$ cat src/rtl/qpsk_mapper.sv
// qpsk_mapper: pairs bit-serial interleaver output into Gray-mapped QPSK
// symbols (I from b0, Q from b1, 0 -> +AMP, 1 -> -AMP) and presents them
// through a single-entry output register with valid/ready handshake.
module qpsk_mapper #(
  parameter int              NCBPS = 192,
  parameter int              W     = 16,
  parameter logic [W-1:0]    AMP   = 16'h5A82,
  localparam int             NSYM  = NCBPS / 2,
  localparam int             IW    = $clog2(NSYM)
) (
  input  logic          clk,
  input  logic          reset,
  input  logic          valid_interleaver,
  input  logic          data_in,
  output logic          ready_mod,
  input  logic          ready_fft,
  output logic          valid_mod,
  output logic [W-1:0]  I_out,
  output logic [W-1:0]  Q_out,
  output logic [IW-1:0] sym_index,
  output logic          sym_last
);

  localparam logic [W-1:0]  NEG_AMP  = -AMP;
  localparam logic [IW-1:0] LAST_IDX = IW'(NSYM - 1);

  logic          phase_q, phase_d;
  logic          b0_q, b0_d;
  logic [IW-1:0] cnt_q, cnt_d;
  logic          valid_q, valid_d;
  logic [W-1:0]  i_q, i_d;
  logic [W-1:0]  q_q, q_d;
  logic [IW-1:0] idx_q, idx_d;
  logic          last_q, last_d;

  logic accept, form, consume;

  // A phase-1 bit only stalls when the output slot is full and not draining;
  // phase-0 bits just fill b0 so they are always taken.
  always_comb begin
    ready_mod = !phase_q || !valid_q || ready_fft;
    accept    = valid_interleaver && ready_mod;
    form      = accept && phase_q;
    consume   = valid_q && ready_fft;
  end

  // Next-state: bit pairing, block counter and output register load/drain.
  always_comb begin
    phase_d = phase_q;
    b0_d    = b0_q;
    cnt_d   = cnt_q;
    valid_d = valid_q;
    i_d     = i_q;
    q_d     = q_q;
    idx_d   = idx_q;
    last_d  = last_q;

    if (accept) begin
      phase_d = !phase_q;
      if (!phase_q) b0_d = data_in;
    end

    if (form) begin
      // New symbol replaces any one consumed at this same edge.
      valid_d = 1'b1;
      i_d     = b0_q    ? NEG_AMP : AMP;
      q_d     = data_in ? NEG_AMP : AMP;
      idx_d   = cnt_q;
      last_d  = (cnt_q == LAST_IDX);
      cnt_d   = (cnt_q == LAST_IDX) ? '0 : cnt_q + IW'(1);
    end else if (consume) begin
      // Data fields keep their last values; only valid drops.
      valid_d = 1'b0;
    end
  end

  // State register; reset discards any half pair and pending symbol.
  always_ff @(posedge clk or posedge reset) begin
    if (reset) begin
      phase_q <= 1'b0;
      b0_q    <= 1'b0;
      cnt_q   <= '0;
      valid_q <= 1'b0;
      i_q     <= '0;
      q_q     <= '0;
      idx_q   <= '0;
      last_q  <= 1'b0;
    end else begin
      phase_q <= phase_d;
      b0_q    <= b0_d;
      cnt_q   <= cnt_d;
      valid_q <= valid_d;
      i_q     <= i_d;
      q_q     <= q_d;
      idx_q   <= idx_d;
      last_q  <= last_d;
    end
  end

  assign valid_mod = valid_q;
  assign I_out     = i_q;
  assign Q_out     = q_q;
  assign sym_index = idx_q;
  assign sym_last  = last_q;

endmodule

$ cat config.mk
export PLATFORM = sky130hd
export DESIGN_NAME = qpsk_mapper
export DESIGN_NICKNAME = d
export VERILOG_FILES = /design/src/rtl/qpsk_mapper.sv
export SDC_FILE = /design/constraint.sdc
export NUM_CORES = 1
export LEC_CHECK = 0
export ABC_AREA = 1
export CAP_MARGIN = 20
export CORE_MARGIN = 2
export CORE_UTILIZATION = 43
export DETAILED_ROUTE_END_ITERATION = 6
export GPL_TIMING_DRIVEN = 0
export PLACE_DENSITY_LB_ADDON = 0.15
export SKIP_LAST_GASP = 1
export SYNTH_ARGS = -nofsm -noshare
export SYNTH_HDL_FRONTEND = slang
export SYNTH_SLANG_ARGS = --single-unit
export TNS_END_PERCENT = 20
$ cat constraint.sdc
create_clock -name clk -period 1.29 [get_ports clk]
set_input_delay 0.1935 -clock clk [delete_from_list [all_inputs] [get_ports clk]]
set_output_delay 0.1935 -clock clk [all_outputs]
set_load 0.02 [all_outputs]
==> Flow_metrics.wiki, run 1 <==
{| class="wikitable"
! Metric !! Value
|-
| Largest cells by area after synthesis || dfrtp_1 48%, buf_4 18%, nand2_1 14%, inv_1 2.8%, o21ai_1 2.1%
|-
| Die boundary width || 56.8 um
|-
| Async SR Flop Fraction || 100%
|-
| DR pass1 iterations || 4
|-
| Critical Path End Type || output pin
|-
| Max Fanout on Critical Path || 2
|-
| TritonCTS buffer count || 3
|-
| Clock tree from TritonCTS || done
|-
| Total length of routed wires || 2.43 mm
|-
| Mapped Cells || 137
|-
| Share of the synthesized area in the top cell type || 48.1%
|-
| Critical path start-end classification || register to output pin
|-
| Worst setup timing slack at the placement stage || -0.382 ns
|-
| Maximum vdd drop || 1650 uV
|-
| Category of cells accounting for the largest share of critical-path delay || buffers and inverters
|-
| Pins Over Slew Limit || 0
|-
| Worst-case clock buffer depth || 2
|-
| Crit Reg-Reg Endpoint || cnt_q[3]
|-
| Critical Path, Cell by Cell || clkdlybuf4s50_1
|-
| Failing checks || setup timing
|-
| Via density || 4.41
|-
| Post-route worst setup slack || -0.228 ns
|-
| Worst Max-Slew Pin Slew || 0.859 ns
|-
| Post-synth top cells || 45 x nand2_1, 28 x buf_4, 23 x dfrtp_1
|-
| Average routed wire per standard cell || 10.7 um
|-
| Part of the cycle the worst path needs || 118%
|-
| Total number of H-tree levels || 1
|-
| Total track usage || 15.7%
|-
| Root Driver || clkbuf_4
|-
| Final setup fails || 36
|-
| Reg-to-reg slack, setup || -0.03 ns
|-
| Warnings, synthesis || 0
|-
| Clock net sink count || 23
|-
| Core utilization of the finished layout || 68.5%
|-
| Total negative slack for setup checks || -4.54 ns
|-
| Maximum number of pins on one net before global-route repair || 24
|-
| DP HPWL || 1.66 mm
|-
| Worst hold slack after final layout || 0.353 ns
|-
| Iteration-0 DRC count of the detailed router || 15
|-
| Worst Reg-to-Reg Cells || 6
|-
| Critical path startpoint category || register
|-
| Share of layout cells above drive strength 1 || 35.5%
|-
| Total vias in the final route || 1006
|-
| Post-synthesis register bit count || 23
|-
| Power density over the cells || 2250 nW/um2
|-
| Outcome || finished, violations left
|-
| Effective utilization at floorplan || 44.2%
|-
| Last weighted congestion value of the routability-driven placer || 0.804
|-
| Remaining routing DRC violations || 0
|-
| Min-delay worst type || primary input to async pin
|-
| Dominant synthesized flop cell || dfrtp_1
|-
| Number of buffers added on ports || 44
|-
| Vias in the first global route || 914
|-
| Leakage power of the design || 0.976 nW
|-
| Setup clock skew after layout || 0.00381 ns
|-
| Critical Path Max Stage Delay || 0.63 ns
|-
| Antenna violations before repair || 0
|-
| Crit path buffers/inverters || 1
|-
| Peak clock frequency supported by timing || 659 MHz
|-
| EDFF count, synth || 0
|-
| Yosys top cell by area || dfrtp_1
|-
| # diodes || 0
|-
| Max_cap viols || 0
|-
| Register area share after synthesis || 48.1%
|-
| Site row count || 19
|-
| Area growth from synthesis to layout || 55.0%
|-
| Hold_buf cts || 0
|-
| Slew Limit Headroom || 42.7%
|-
| Chip height || 56.8 um
|-
| Unrepaired setup endpoints after global routing || true
|-
| Worst endpoint data arrival time || 1.32 ns
|-
| Clock slew seen by the registers of the worst setup and hold paths || 0.12 ns
|-
| Cell with the most instances after synthesis || nand2_1
|-
| Worst skew pair latency || 0.31 ns
|-
| Post-route minimum period || 1.52 ns
|-
| Avg Synthesized Cell Area || 8.74 um2
|-
| First-pass GRT wire length || 4.04 mm
|-
| Cell area after synthesis || 1200 um2
|-
| FF-to-FF Start || cnt_q[0]
|-
| Final Hold Violating Endpoints || 0
|-
| Number of library cell types mapped by synthesis || 25
|-
| Post-route ant nets || 0
|-
| Critical-path top delay cell || clkdlybuf4s50_1
|-
| Die footprint || 3220 um2
|-
| I/O pin total || 47
|-
| Placeable core region || 2710 um2
|-
| Count of nets after finishing || 204
|-
| Worst EP required || 1.10 ns
|-
| Global-route congestion overflow total || 0
|}
==> what timing repair did <==
item	CTS	global route
buffers inserted	10	4
gates resized for setup	70	49
endpoints found under the setup margin	42	46
==> cell families after synthesis <==
group / count (synthesis) / synth area share, %
and+or+nand+nor: 59 / 21.9
xor gates and xnor gates: 2 / 1.46
AOI/OAI and AO/OA: 9 / 4.49
other: 1 / 0.313
adders and majority gates: 1 / 1.04
buffers and inverters: 42 / 22.7
DFF: 23 / 48.1
==> per-stage QoR <==
| step | power [mW] | area [um2] | std cells |
|---|---|---|---|
| floorplan | 2.51 | 1200 | 138 |
| global placement | 3.45 | 1680 | 213 |
| detailed placement | 3.50 | 1680 | 213 |
| CTS | 3.95 | 1790 | 227 |
| global route | 4.44 | 1860 | 228 |
| finish | 4.17 | 1860 | 228 |
==> how the worst max path moves through the flow <==
stage | start | endpoint | cells past startpoint
5_1_grt | sym_index[4] | sym_index[4] | 1
3_5_place_dp | ready_fft | ready_mod | 6
6_report | sym_index[4] | sym_index[4] | 1
4_1_cts | I_out[14] | I_out[7] | 1
3_3_place_gp | ready_fft | ready_mod | 6
2_1_floorplan | valid_mod | Q_out[13] | 6
==> layer usage <==
layer | GRT usage [%] | vias up | routed length (um)
met5 | 0 | - | 0
met4 | 5.98 | 0 | 29
met3 | 3.00 | 4 | 196
met2 | 24.9 | 37 | 1160
met1 | 21.2 | 455 | 1040
li1 | - | 510 | -
==> where the power goes <==
part           switching (mW)  internal [mW]
Sequential              0.206          0.938
Clock                   0.209          0.121
Combinational            1.19           1.51
==> layout by cell type, fill, tap and decap left out <==
master	n
nand3_2	1
inv_2	3
buf_12	1
o21ai_1	5
inv_1	9
dfrtp_1	20
nand2_1	45
clkbuf_4	3
dlygate4sd2_1	15
clkdlybuf4s50_1	13
clkbuf_1	1
nor2_2	1
ha_1	1
buf_6	28
o21ai_0	1
nor2_1	1
nand3b_1	2
buf_4	24
dfrtp_2	3
xor2_1	1
nand3_1	1
nand2_2	2
conb_1	2
o21a_1	2
buf_2	2
xnor2_1	1
nor3_1	1
dlymetal6s2s_1	2
nor2_4	1
nand4_1	2
or2_1	2
a21oi_2	1
==> layout make-up <==
| type | instances | area, um2 |
|---|---|---|
| Multi-Input combinational cell | 73 | 354 |
| Tap cell | 31 | 38.8 |
| Sequential cell | 23 | 579 |
| Buffer | 27 | 226 |
| Timing Repair Buffer | 58 | 586 |
| Inverter | 12 | 45.0 |
| Fill cell | 208 | 855 |
| Clock buffer | 4 | 26.3 |
==> flip-flops by register name, summed over array words and instances (netlist names) <==
register	count
sym_index	7
I_out	3
b0_q	1
valid_mod	1
Q_out	2
phase_q	1
sym_last	1
cnt_q	7
Note: power is estimated with default switching activity, not from simulation.
==> run 2, diff against run 1 <==
Settings changed: CORE_UTILIZATION 43 to 45, CTS_BUF_LIST from default to sky130_fd_sc_hd__clkbuf_4 sky130_fd_sc_hd__clkbuf_8, SKIP_CTS_REPAIR_TIMING from default to 1.
==> run 2 against run 1 <==
  * The flow still finishes with violations (setup timing)
  * Maximum frequency is 1.3% lower
  * Worst setup slack worse by 0.020 ns
  * Critical path depth stayed put
  * Sequential cell count stayed put
  * Clock skew down 0.0017 ns
  * Utilization up 4.6 points
  * Wire length up 2.1%
  * Critical path type unchanged
==> Flow_metrics.wiki, run 2 (same netlist as run 1, synthesis figures left out) <==
{| class="wikitable"
! Metric !! Value
|-
| Outcome || finished, violations left (unchanged)
|-
| Failing checks || setup timing (unchanged)
|-
| Total length of routed wires || 2.48 mm (was 2.43 mm)
|-
| Crit path buffers/inverters || 1 (unchanged)
|-
| Iteration-0 DRC count of the detailed router || 19 (was 15)
|-
| DP HPWL || 1.80 mm (was 1.66 mm)
|-
| NetSw || 1.54 mW (was 1.61 mW)
|-
| Power Total || 3.96 mW (was 4.17 mW)
|-
| Category of cells accounting for the largest share of critical-path delay || buffers and inverters (unchanged)
|-
| Min-delay worst type || primary input to async pin (unchanged)
|-
| Pins Over Slew Limit || 0 (unchanged)
|-
| Critical-path top delay cell || clkdlybuf4s50_1 (unchanged)
|-
| Last weighted congestion value of the routability-driven placer || 0.807 (was 0.804)
|-
| Total track usage || 15.7% (about the same)
|-
| Comb pwr share || 62.4% (was 64.7%)
|-
| Critical path startpoint category || register (unchanged)
|-
| Clock net sink count || 23 (unchanged)
|-
| Commonest non-fill, non-tap cells in the layout || 45 x nand2_1, 21 x buf_4, 20 x dlymetal6s2s_1 (was 45 x nand2_1, 28 x buf_6, 24 x buf_4)
|-
| Average routed wire per standard cell || 11.3 um (was 10.7 um)
|-
| Critical Path, Cell by Cell || clkdlybuf4s50_1 (unchanged)
|-
| Worst EP required || 1.10 ns (about the same)
|-
| DR pass1 iterations || 4 (unchanged)
|-
| Maximum vdd drop || 1510 uV (was 1650 uV)
|-
| Critical Path End Type || output pin (unchanged)
|-
| Die boundary width || 55.6 um (was 56.8 um)
|-
| Peak clock frequency supported by timing || 650 MHz (was 659 MHz)
|-
| Remaining routing DRC violations || 0 (unchanged)
|-
| Die footprint || 3090 um2 (was 3220 um2)
|-
| Maximum number of pins on one net before global-route repair || 24 (unchanged)
|-
| Via density || 4.56 (was 4.41)
|-
| Register share of total power || 28.7% (was 27.4%)
|-
| Final setup fails || 30 (was 36)
|-
| Unrepaired setup endpoints after global routing || true (unchanged)
|-
| Total vias in the final route || 1004 (was 1006)
|-
| Clock slew seen by the registers of the worst setup and hold paths || 0.12 ns (about the same)
|-
| Worst skew pair latency || 0.31 ns (about the same)
|-
| Most common library cell in the layout ignoring fill and taps || nand2_1 (unchanged)
|-
| Internal power || 2.43 mW (was 2.57 mW)
|-
| FF+latch area || 581 um2 (was 579 um2)
|-
| Root Driver || clkbuf_4 (unchanged)
|-
| Worst Max-Slew Pin Slew || 0.840 ns (was 0.859 ns)
|-
| Number of buffers added on ports || 44 (unchanged)
|-
| Area growth from synthesis to layout || 52.6% (was 55.0%)
|-
| Post-route worst setup slack || -0.248 ns (was -0.228 ns)
|-
| Final Hold Violating Endpoints || 0 (unchanged)
|-
| Site row count || 18 (was 19)
|-
| Placeable core region || 2500 um2 (was 2710 um2)
|-
| Count of nets after finishing || 197 (was 204)
|-
| Worst-case clock buffer depth || 2 (unchanged)
|-
| Setup clock skew after layout || 0.00209 ns (was 0.00381 ns)
|-
| Worst hold slack after final layout || 0.345 ns (was 0.353 ns)
|-
| Effective utilization at floorplan || 47.9% (was 44.2%)
|-
| Placed cells || 212 (was 213)
|-
| Filler cell count || 183 (was 208)
|-
| Post-route ant nets || 0 (unchanged)
|-
| Critical Path Max Stage Delay || 0.61 ns (was 0.63 ns)
|-
| Total number of H-tree levels || 1 (unchanged)
|-
| Max_cap viols || 0 (unchanged)
|-
| Power density over the cells || 2170 nW/um2 (was 2250 nW/um2)
|-
| Combined area of the multi-input logic cells || 354 um2 (unchanged)
|-
| Antenna violations before repair || 0 (unchanged)
|-
| Share of layout cells above drive strength 1 || 31.1% (was 35.5%)
|-
| Clock network power share || 8.8% (was 7.9%)
|-
| Clock tree from TritonCTS || done (unchanged)
|-
| Critical path start-end classification || register to output pin (unchanged)
|-
| Total negative slack for setup checks || -3.33 ns (was -4.54 ns)
|-
| Worst endpoint data arrival time || 1.34 ns (was 1.32 ns)
|-
| Switching portion of total power || 38.8% (was 38.5%)
|-
| Chip height || 55.6 um (was 56.8 um)
|-
| Part of the cycle the worst path needs || 119% (was 118%)
|-
| Slew Limit Headroom || 43.9% (was 42.7%)
|-
| Post-route minimum period || 1.54 ns (was 1.52 ns)
|-
| Max Fanout on Critical Path || 6 (was 2)
|-
| # diodes || 0 (unchanged)
|-
| TritonCTS buffer count || 3 (unchanged)
|-
| Worst setup timing slack at the placement stage || -0.399 ns (was -0.382 ns)
|-
| Non-filler cells in the finished layout || 220 (was 228)
|-
| Leakage power of the design || 1.06 nW (was 0.976 nW)
|-
| I/O pin total || 47 (unchanged)
|-
| First-pass GRT wire length || 3.92 mm (was 4.04 mm)
|-
| Global-route congestion overflow total || 0 (unchanged)
|-
| Vias in the first global route || 924 (was 914)
|}
-- run 2: cell types whose count changed in the layout (fill, tap and decap cells not counted), sizes merged --
| cell | previous run | this run |
|---|---|---|
| dlymetal6s2s | 2 | 20 |
| dlygate4sd2 | 15 | 0 |
| clkdlybuf4s50 | 13 | 16 |
| buf | 55 | 39 |
| clkbuf | 4 | 7 |
-- run 2: power groups by stage --
stage	Combinational [mW]	Clock [mW]	Sequential [mW]
finish	2.48	0.349	1.14
global route	2.63	0.383	1.17
CTS	2.32	0.351	1.17
detailed placement	2.32	0	1.19
global placement	2.28	0	1.17
floorplan	1.20	0	1.32
-- run 2: worst paths after layout --
kind                              start      endpoint  slack (ns)  cells after the start
setup / recovery              Q_out[14]      Q_out[7]       -0.25                      1
hold / removal                    reset     Q_out[13]        0.34                      2
setup reg to reg               cnt_q[0]      cnt_q[0]       -0.04                      6
hold reg to reg            sym_index[0]  sym_index[0]        0.49                      2
max in group asynchronous         reset     I_out[13]        0.37                      2
min in group clk                data_in          b0_q        0.47                      3
-- run 2: layer usage --
| layer | GRT usage, % | up-vias | part of all wire [%] | wire (um) |
|---|---|---|---|---|
| li1 | - | 494 | - | - |
| met1 | 17.4 | 466 | 38 | 944 |
| met2 | 28.4 | 37 | 52 | 1300 |
| met3 | 3.26 | 7 | 7.1 | 177 |
| met4 | 7.67 | 0 | 2.3 | 58 |
| met5 | 0 | - | 0 | 0 |
-- run 2: area by class of cell --
class / instances / area share, %
Tap cell: 30 / 2.05
Multi-Input combinational cell: 73 / 19.4
Buffer: 30 / 13.8
Clock buffer: 4 / 1.64
Inverter: 12 / 2.47
Sequential cell: 23 / 31.8
Timing Repair Buffer: 48 / 28.8
-- run 2: metrics by stage --
stage / utilization, % / instance area (um2)
finish: 73.1 / 1830
global route: 73.1 / 1830
CTS: 68.4 / 1710
detailed placement: 67.2 / 1680
global placement: 67.2 / 1680
floorplan: - / 1200
==> run 3, diff against run 2 <==
Settings changed: ABC_CLOCK_PERIOD_IN_PS from default to 1290, PLACE_DENSITY from default to 0.93, PLACE_DENSITY_LB_ADDON 0.15 to default, SKIP_CTS_REPAIR_TIMING 1 to default.
==> run 3 against run 2 <==
  * The run still ends with setup timing left
  * Largest power group unchanged
  * Largest cell class unchanged
  * Design area rose by 3.1%
  * First-iteration DRC count fell by 5.3%
  * Total power increased by 7.1%
  * Maximum frequency rose by 1.6%
  * Hold slack lost 0.024 ns
==> Flow_metrics.wiki, run 3 (same netlist as run 1, synthesis figures left out) <==
{| class="wikitable"
! Metric !! Value
|-
| DR pass1 iterations || 4 (unchanged)
|-
| Placement-stage cell area || 1680 um2 (unchanged)
|-
| Final Hold Violating Endpoints || 0 (unchanged)
|-
| Chip height || 55.6 um (unchanged)
|-
| Die footprint || 3090 um2 (unchanged)
|-
| Slew Limit Headroom || 44.3% (was 43.9%)
|-
| Effective utilization at floorplan || 47.9% (unchanged)
|-
| Setup clock skew after layout || 0.00870 ns (was 0.00209 ns)
|-
| Peak clock frequency supported by timing || 661 MHz (was 650 MHz)
|-
| Crit path buffers/inverters || 3 (was 1)
|-
| Hold_buf cts || 0
|-
| Clock tree from TritonCTS || done (unchanged)
|-
| Total track usage || 17.7% (was 15.7%)
|-
| Worst EP required || 1.10 ns (about the same)
|-
| Unrepaired setup endpoints after global routing || true (unchanged)
|-
| Worst skew pair latency || 0.32 ns (was 0.31 ns)
|-
| I/O pin total || 47 (unchanged)
|-
| Die boundary width || 55.6 um (unchanged)
|-
| Global-route congestion overflow total || 0 (unchanged)
|-
| Critical Path End Type || output pin (unchanged)
|-
| Count of nets after finishing || 208 (was 197)
|-
| Final setup fails || 40 (was 30)
|-
| TritonCTS buffer count || 3 (unchanged)
|-
| Number of buffers added on ports || 44 (unchanged)
|-
| Vias in the first global route || 1010 (was 924)
|-
| Placed cells || 212 (unchanged)
|-
| Worst hold slack after final layout || 0.321 ns (was 0.345 ns)
|-
| First-pass GRT wire length || 4.40 mm (was 3.92 mm)
|-
| Critical path start-end classification || register to output pin (unchanged)
|-
| Placeable core region || 2500 um2 (unchanged)
|-
| Leakage power of the design || 1.01 nW (was 1.06 nW)
|-
| Post-route minimum period || 1.51 ns (was 1.54 ns)
|-
| Final instance area || 1880 um2 (was 1830 um2)
|-
| Reg-to-reg slack, setup || -0.12 ns (was -0.04 ns)
|-
| Average routed wire per standard cell || 11.9 um (was 11.3 um)
|-
| Non-filler cells in the finished layout || 231 (was 220)
|-
| Pins Over Slew Limit || 0 (unchanged)
|-
| Iteration-0 DRC count of the detailed router || 18 (was 19)
|-
| Maximum vdd drop || 1650 uV (was 1510 uV)
|-
| Critical Path, Cell by Cell || buf_6 -> buf_4 -> dlygate4sd2_1 (was clkdlybuf4s50_1)
|-
| Remaining routing DRC violations || 0 (unchanged)
|-
| Post-route worst setup slack || -0.223 ns (was -0.248 ns)
|-
| Worst-case clock buffer depth || 2 (unchanged)
|-
| Worst endpoint data arrival time || 1.32 ns (was 1.34 ns)
|-
| Total length of routed wires || 2.75 mm (was 2.48 mm)
|-
| Part of the cycle the worst path needs || 117% (was 119%)
|-
| Max_cap viols || 0 (unchanged)
|-
| Total number of H-tree levels || 1 (unchanged)
|-
| Outcome || finished, violations left (unchanged)
|-
| Min-delay worst type || primary input to async pin (unchanged)
|-
| Critical path startpoint category || register (unchanged)
|-
| Power density over the cells || 2250 nW/um2 (was 2170 nW/um2)
|-
| DP HPWL || 1.78 mm (was 1.80 mm)
|-
| Clock net sink count || 23 (unchanged)
|-
| Most common library cell in the layout ignoring fill and taps || nand2_1 (unchanged)
|-
| Post-route ant nets || 0 (unchanged)
|-
| Total negative slack for setup checks || -5.23 ns (was -3.33 ns)
|-
| Site row count || 18 (unchanged)
|-
| Commonest non-fill, non-tap cells in the layout || 45 x nand2_1, 30 x buf_6, 26 x buf_4 (was 45 x nand2_1, 21 x buf_4, 20 x dlymetal6s2s_1)
|-
| Last weighted congestion value of the routability-driven placer || 0.853 (was 0.807)
|-
| # diodes || 0 (unchanged)
|-
| Via density || 4.47 (was 4.56)
|-
| Clock slew seen by the registers of the worst setup and hold paths || 0.13 ns (was 0.12 ns)
|-
| Core utilization of the finished layout || 75.3% (was 73.1%)
|-
| Max Fanout on Critical Path || 5 (was 6)
|-
| Worst Max-Slew Pin Slew || 0.835 ns (was 0.840 ns)
|-
| Failing checks || setup timing (unchanged)
|-
| Critical-path top delay cell || dfrtp_2 (was clkdlybuf4s50_1)
|-
| Share of layout cells above drive strength 1 || 36.3% (was 31.1%)
|-
| Area growth from synthesis to layout || 57.3% (was 52.6%)
|-
| Antenna violations before repair || 0 (unchanged)
|-
| Category of cells accounting for the largest share of critical-path delay || buffers and inverters (unchanged)
|-
| Worst setup timing slack at the placement stage || -0.399 ns (about the same)
|-
| Critical Path Max Stage Delay || 0.44 ns (was 0.61 ns)
|-
| Maximum number of pins on one net before global-route repair || 24 (unchanged)
|-
| Power Total || 4.24 mW (was 3.96 mW)
|-
| Total vias in the final route || 1033 (was 1004)
|-
| Root Driver || clkbuf_4 (unchanged)
|}
==> run 3: changes by cell type in the layout (fill, tap and decap cells not counted), moves of 4 or more <==
| cell | change |
|---|---|
| buf_4 | +5 |
| buf_6 | +13 |
| clkdlybuf4s50_1 | -4 |
| dlygate4sd2_1 | +16 |
| dlymetal6s2s_1 | -17 |
==> run 3: where the power goes <==
part | switching [mW] | internal, mW
sequential | 0.196 | 0.935
clock | 0.225 | 0.116
combinational | 1.25 | 1.52
total | 1.67 | 2.58
==> run 3: final cells by class <==
cell class                 count  area (um2)
sequential                    23         578
tap                           30        37.5
multi-input combinational     73         354
buffer                        26         223
clock inverter                 1        5.00
inverter                      12        45.0
timing repair buffer          63         618
fill                         174         617
clock buffer                   3        22.5
==> run 3: worst paths after layout <==
| path | cells past startpoint | endpoint | from |
|---|---|---|---|
| worst max-delay path | 3 | Q_out[6] | Q_out[13] |
| worst min-delay path | 2 | I_out[14] | reset |
| worst max register to register | 6 | cnt_q[3] | cnt_q[0] |
| worst min register to register | 2 | b0_q | b0_q |
| max in group asynchronous | 2 | Q_out[13] | reset |
| min in group clk | 3 | b0_q | data_in |
==> run 3: what timing repair did <==
item | in CTS | in global routing
buffers inserted | 13 | 6
setup endpoints to repair | 43 | 45
gates resized for setup | 79 | 38
==> run 3: routing by layer <==
| metal | track usage [%] | up-vias | wire, um | share of wire, % |
|---|---|---|---|---|
| met4 | 7.32 | 0 | 38 | 1.4 |
| met2 | 31.5 | 37 | 1400 | 51 |
| met1 | 20.5 | 477 | 1150 | 42 |
| met3 | 3.72 | 5 | 157 | 5.7 |
| li1 | - | 514 | - | - |
| met5 | 0 | - | 0 | 0 |
